==> src/rtl/if_fetch.sv <==
// Instruction-fetch front end: owns the PC, drives a 1-cycle-latency imem and
// hands (instr, pc) to decode through a response slot plus a 1-entry hold buffer.
module if_fetch #(
    parameter int          ADDR_WIDTH = 10,
    parameter logic [31:0] RESET_PC   = 32'h0
) (
    input  logic                  clk,
    input  logic                  rst_n,
    input  logic                  stall_i,
    input  logic                  redirect_i,
    input  logic [31:0]           redirect_pc_i,
    output logic [ADDR_WIDTH-1:0] imem_addr_o,
    input  logic [31:0]           imem_data_i,
    output logic                  instr_valid_o,
    output logic [31:0]           instr_o,
    output logic [31:0]           instr_pc_o
);

    localparam logic [31:0] NOP = 32'h0000_0013;

    logic [31:0] fetch_pc_q, fetch_pc_d;
    logic        resp_valid_q, resp_valid_d;
    logic [31:0] resp_pc_q, resp_pc_d;
    logic        hold_valid_q, hold_valid_d;
    logic [31:0] hold_instr_q, hold_instr_d;
    logic [31:0] hold_pc_q, hold_pc_d;

    // Redirect targets are word aligned; the low two bits are dropped.
    logic [1:0] unused_redirect_lsbs;
    assign unused_redirect_lsbs = redirect_pc_i[1:0];

    // Handshake: an instruction transfers on a posedge where instr_valid_o=1,
    // stall_i=0 and redirect_i=0; while stalled the same (instr, pc) is held.
    assign instr_valid_o = hold_valid_q | resp_valid_q;
    assign instr_o       = hold_valid_q ? hold_instr_q :
                           (resp_valid_q ? imem_data_i : NOP);
    assign instr_pc_o    = hold_valid_q ? hold_pc_q : resp_pc_q;

    // While the hold buffer is full, re-read resp_pc so imem_data_i stays put.
    assign imem_addr_o = hold_valid_q ? resp_pc_q[ADDR_WIDTH+1:2]
                                      : fetch_pc_q[ADDR_WIDTH+1:2];

    always_comb begin
        fetch_pc_d   = fetch_pc_q;
        resp_valid_d = resp_valid_q;
        resp_pc_d    = resp_pc_q;
        hold_valid_d = hold_valid_q;
        hold_instr_d = hold_instr_q;
        hold_pc_d    = hold_pc_q;
        if (redirect_i) begin
            fetch_pc_d   = {redirect_pc_i[31:2], 2'b00};
            resp_valid_d = 1'b0;
            hold_valid_d = 1'b0;
        end else if (!hold_valid_q) begin
            resp_pc_d    = fetch_pc_q;
            resp_valid_d = 1'b1;
            fetch_pc_d   = fetch_pc_q + 32'd4;
            // Park the stalled response so the new request's data can land.
            if (stall_i && resp_valid_q) begin
                hold_valid_d = 1'b1;
                hold_instr_d = imem_data_i;
                hold_pc_d    = resp_pc_q;
            end
        end else if (!stall_i) begin
            hold_valid_d = 1'b0;
        end
    end

    always_ff @(posedge clk or negedge rst_n) begin
        if (!rst_n) begin
            fetch_pc_q   <= RESET_PC;
            resp_valid_q <= 1'b0;
            resp_pc_q    <= 32'h0;
            hold_valid_q <= 1'b0;
            hold_instr_q <= 32'h0;
            hold_pc_q    <= 32'h0;
        end else begin
            fetch_pc_q   <= fetch_pc_d;
            resp_valid_q <= resp_valid_d;
            resp_pc_q    <= resp_pc_d;
            hold_valid_q <= hold_valid_d;
            hold_instr_q <= hold_instr_d;
            hold_pc_q    <= hold_pc_d;
        end
    end

endmodule
==> config.mk <==
export PLATFORM = sky130hd
export DESIGN_NAME = if_fetch
export DESIGN_NICKNAME = d
export VERILOG_FILES = /design/src/rtl/if_fetch.sv
export SDC_FILE = /design/constraint.sdc
export NUM_CORES = 1
export LEC_CHECK = 0
export ABC_AREA = 1
export BUFFER_PORTS_ARGS = -buffer_cell sky130_fd_sc_hd__clkbuf_2
export CAP_MARGIN = 20
export CORE_ASPECT_RATIO = 0.5
export CORE_MARGIN = 2
export CORE_UTILIZATION = 36
export CTS_CLUSTER_DIAMETER = 50
export DETAILED_ROUTE_END_ITERATION = 8
export PLACE_DENSITY = 0.7
export SLEW_MARGIN = 15
export SYNTH_ARGS = -nofsm -noshare
export SYNTH_HDL_FRONTEND = slang
export SYNTH_SLANG_ARGS = --single-unit
==> constraint.sdc <==
create_clock -name clk -period 1.45 [get_ports clk]
set_input_delay 0.435 -clock clk [delete_from_list [all_inputs] [get_ports clk]]
set_output_delay 0.435 -clock clk [all_outputs]
set_load 0.05 [all_outputs]
* Yosys cells after proc, flatten, opt, wreduce, memory -nomap -nowiden
Index checks and enable logic that the tools add are counted.
Widths: inputs -> output; s select.
** Word-level totals
- Bits in registers :: 130
- Bits of input ports :: 68
- Output and inout port bits :: 75
** Cells by class
- $add $sub $neg :: 1
- Reductions and logical operators :: 3
- Bitwise logic cells :: 3
- Multiplexer cells :: 12
- Equality and inequality tests :: 1
** Operators by type and width (number)
- $mux 32 :: 5
- $add 32x3->32 const B :: 1
- $mux 10 :: 1
- $mux 1 :: 6
- $reduce_and 3->1 :: 1
- $ne 2x2->1 const B :: 1
- $not 1->1 :: 2
- $reduce_and 2->1 :: 1
- $logic_and 1x1->1 :: 1
- $or 1x1->1 :: 1

* Longest topological paths before layout
- Word-level depth :: 4
- Mapped depth :: 9
- Gate-level depth less buffers :: 8

* Worst setup path before layout
No wires, ideal clock.
- Path type :: register to output
- Start :: register hold_valid_q
- End :: output instr_o[21]
- Required time :: 1.015 ns
- Cell stages (with the launch flop) :: 7
- Slack :: -1.062 ns
- Data arrival time :: 2.077 ns
- Cell sequence :: dfrtp_1 > buf_4 > nor2_2 > inv_1 > buf_2 > buf_6 > o21ai_0
** Between the ends
- Cells in the longest elaborated chain, start to end :: 1
** Ends and longest elaborated chain
- start: declaration :: line 24 : logic hold_valid_q, hold_valid_d;
- start signal: assignment :: line 81 : hold_valid_q <= hold_valid_d;
- $mux 32 :: line 35 : assign instr_o = hold_valid_q ? hold_instr_q :
- end: declaration :: line 15 : output logic [31:0] instr_o,
Every way passes these cells.

* Final worst setup path
- Start :: register hold_valid_q
- End :: output instr_pc_o[10]
** Between the ends
- Cells in the longest elaborated chain, start to end :: 1
** Ends and longest elaborated chain
- $mux 32 :: line 37 : assign instr_pc_o = hold_valid_q ? hold_pc_q : resp_pc_q;
- end: declaration :: line 16 : output logic [31:0] instr_pc_o
Every way passes these cells.

==> results by group <==
Status
  • Status: complete, but fails checks
  • Failing checks: setup timing

Logic synthesis
  • FF+latch count, synth: 124
  • Seq/Total Area, Yosys: 48.13%
  • Cell taking the most area after synthesis: dfrtp_1
  • Synthesized cell area: 6447 um2
  • Yosys warnings: 0
  • Synth top area share: 48.13%
  • Netlist cell types: 34
  • Syn_area_per_cell: 7.630 um2
  • Mapped Cells: 845
  • Largest cells by area after synthesis: dfrtp_1 48%, nand2_1 13%, o21ai_0 7.2%

Power and ir drop
  • Max VDD drop: 0.7739 mV
  • Net Sw Frac: 37.28%
  • Internal power: 8.220 mW
  • Clock power share: 30.4%
  • Cell leakage power: 5.052 nW
  • P_sw: 4.886 mW
  • Combinational share of power: 35.4%
  • Reg power frac: 34.3%
  • Power Density: 1200 nW/um2
  • Power, Total: 13.11 mW

Clock tree
  • Clock buffer depth: 2
  • Root buffer cell: clkbuf_16
  • Clock transition at path regs: 70 ps
  • CTS tree: built
  • H-tree Lvls: 4
  • Skew-Pair Late Insertion Delay: 420 ps
  • Cts bufs inserted: 17
  • Clock sink count: 124

Routing
  • Routed WL: 24.02 mm
  • Via density: 5.246
  • Initial DRC count: 581
  • Initial DRT Pass Iterations: 5
  • Mean routed wirelength per cell: 18.32 um
  • Via Count: 6,878
  • DRC viols: 0
  • Post-route antenna net violation count: 0

GRT
  • All-layer global routing usage: 22.38%
  • Largest net degree at the start of global routing: 61
  • First-pass GRT wire length: 33.90 mm
  • Number of antenna violations at the first check in global routing: 0
  • Number of global-route vias before repair: 6,590
  • GRT Residual Overflow: 0

Floorplanning
  • Initial Utilization: 36.97%
  • Site Rows: 34
  • Die area: 19,060 um2
  • Die Height: 98.63 um
  • # IOs: 143
  • Die width: 193.3 um
  • Core area: 17,440 um2

STA
  • Period utilisation layout: 147.6%
  • Final setup vio count: 195
  • Max Fclk: 467.4 MHz
  • Post-route clock skew: 9.412 ps
  • Pins Over Slew Limit: 0
  • Crit path time final: 2139 ps
  • Minimum hold slack: 228.0 ps
  • Final hold viol count: 0
  • RSZ-0062 raised after global routing: yes
  • Setup TNS: -76,290 ps
  • Min setup slack post-route: -689.5 ps

Cells and area
  • Design Area, Final: 10,920 um2
  • Synth-to-Final Area Change: 69.36%
  • Layout net count: 1,133
  • Layout cells sized above 1: 39.55%
  • Diodes inserted: 0
  • Commonest non-fill, non-tap cell in the layout: nand2_1
  • Commonest non-fill, non-tap cells in the layout: 203 x nand2_1, 123 x dfrtp_1, 100 x inv_1, 66 x o21ai_1, 65 x o21ai_4

Placement
  • Port-buffer cells: 138
  • Placed Area: 9066 um2
  • Final Wtd Congestion: 0.9507
  • Post-detail-place hpwl: 14.24 mm
  • Place WS: -357.1 ps

Worst setup path
  • Crit Path Class: flip-flop to output port
  • Req. time, crit path: 1020 ps
  • CP max FO: 6
  • Crit path DAT: 1700 ps
  • Startpoint types: flip-flop
  • Crit. End Element: output port

Flow run
  • Max Cap Violations: 0

Min path
  • Worst min path class: input port to flip-flop
-- registers in the layout (all words and copies together), names as in the netlist --
signal and count:
hold_instr_q 32, fetch_pc_q 30, hold_pc_q 30, resp_pc_q 30, hold_valid_q 1, resp_valid_q 1
-- synthesized netlist by cell type --
master	number
nand2_1	229
dfrtp_1	124
inv_1	102
o21ai_0	93
o21ai_1	60
nor2_1	57
nand3_1	43
a21oi_1	24
buf_2	15
clkbuf_1	14
nand4_1	13
buf_4	11
nor2_2	7
a22o_1	6
nand3b_1	6
buf_6	5
nor2_4	5
nor3_1	5
o211ai_1	4
inv_2	3
nand3_2	3
o2111ai_1	3
nand2_2	2
a22oi_1	1
a32oi_1	1
buf_1	1
conb_1	1
ha_1	1
nand3_4	1
nor2_8	1
o21a_1	1
o21bai_1	1
o311ai_0	1
xor2_1	1
-- metal layers --
| layer | vias to the layer above | routed length (um) | GRT usage, % |
|---|---|---|---|
| met1 | 3310 | 10220 | 29.83 |
| li1 | 3194 | - | - |
| met2 | 306 | 11250 | 36.95 |
| met3 | 68 | 1645 | 4.038 |
| met4 | 0 | 906 | 7.986 |
| met5 | - | 0 | 0 |
-- power groups by stage --
stage | Clock [mW] | Combinational, mW | Sequential [mW]
2_1_floorplan | 0 | 2.54 | 4.36
3_3_place_gp | 0 | 3.84 | 4.42
3_5_place_dp | 0 | 3.91 | 4.45
4_1_cts | 4.00 | 4.27 | 4.42
5_1_grt | 4.20 | 4.89 | 4.56
6_report | 3.98 | 4.63 | 4.49
-- worst paths after layout --
check,cells past startpoint,from,endpoint,slack (ps)
worst max-delay path,5,hold_valid_q,instr_pc_o[10],-690
worst min-delay path,3,redirect_pc_i[5],fetch_pc_q[5],230
worst max register to register,8,hold_valid_q,hold_pc_q[9],-380
worst min register to register,2,hold_instr_q[17],hold_instr_q[17],490
max in group asynchronous,3,rst_n,hold_instr_q[20],410
min in group asynchronous,2,rst_n,fetch_pc_q[6],490
-- critical path: stages, from the launching register on --
cell     delay (ps)
dfrtp_4         530
buf_6           160
buf_4           140
buf_6           140
o21ai_4         150
buf_8           160
-- cell type report --
| class | count | area (um2) |
|---|---|---|
| clock buffer | 17 | 425.4 |
| tap | 234 | 292.8 |
| sequential | 124 | 3107 |
| fill | 1303 | 6523 |
| multi-input combinational | 573 | 3730 |
| timing repair buffer | 243 | 2830 |
| inverter | 105 | 419.2 |
| clock inverter | 15 | 115.1 |
-- through the flow --
| step | util, % | instances |
|---|---|---|
| after floorplan | - | 846 |
| after global placement | 51.98 | 1249 |
| after detailed placement | 51.98 | 1249 |
| after CTS | 59.12 | 1289 |
| after global routing | 62.60 | 1311 |
| final | 62.60 | 1311 |
-- what timing repair did --
item,in CTS,in global routing
pin swaps,3,8
setup buffers,4,9
hold buffers,1,0
setup endpoints to repair,194,195
endpoints found under the hold margin,19,0
resized for setup,149,109
gates cloned,3,15
-- logic make-up (layout without fill, tap and decap cells) --
logic type               Yosys count  in the layout  share of synthesized area [%]
flip-flops                       124            124                          48.13
AO/OA/AOI/OAI                    195            195                          16.05
other                              1              2                        0.05816
AND/OR/NAND/NOR                  372            374                          25.13
buffers and inverters            151            380                          10.30
adder cells (fa/ha/maj)            1              1                         0.1940
XOR/XNOR                           1              1                         0.1359
(Power assumes the default switching activity.)
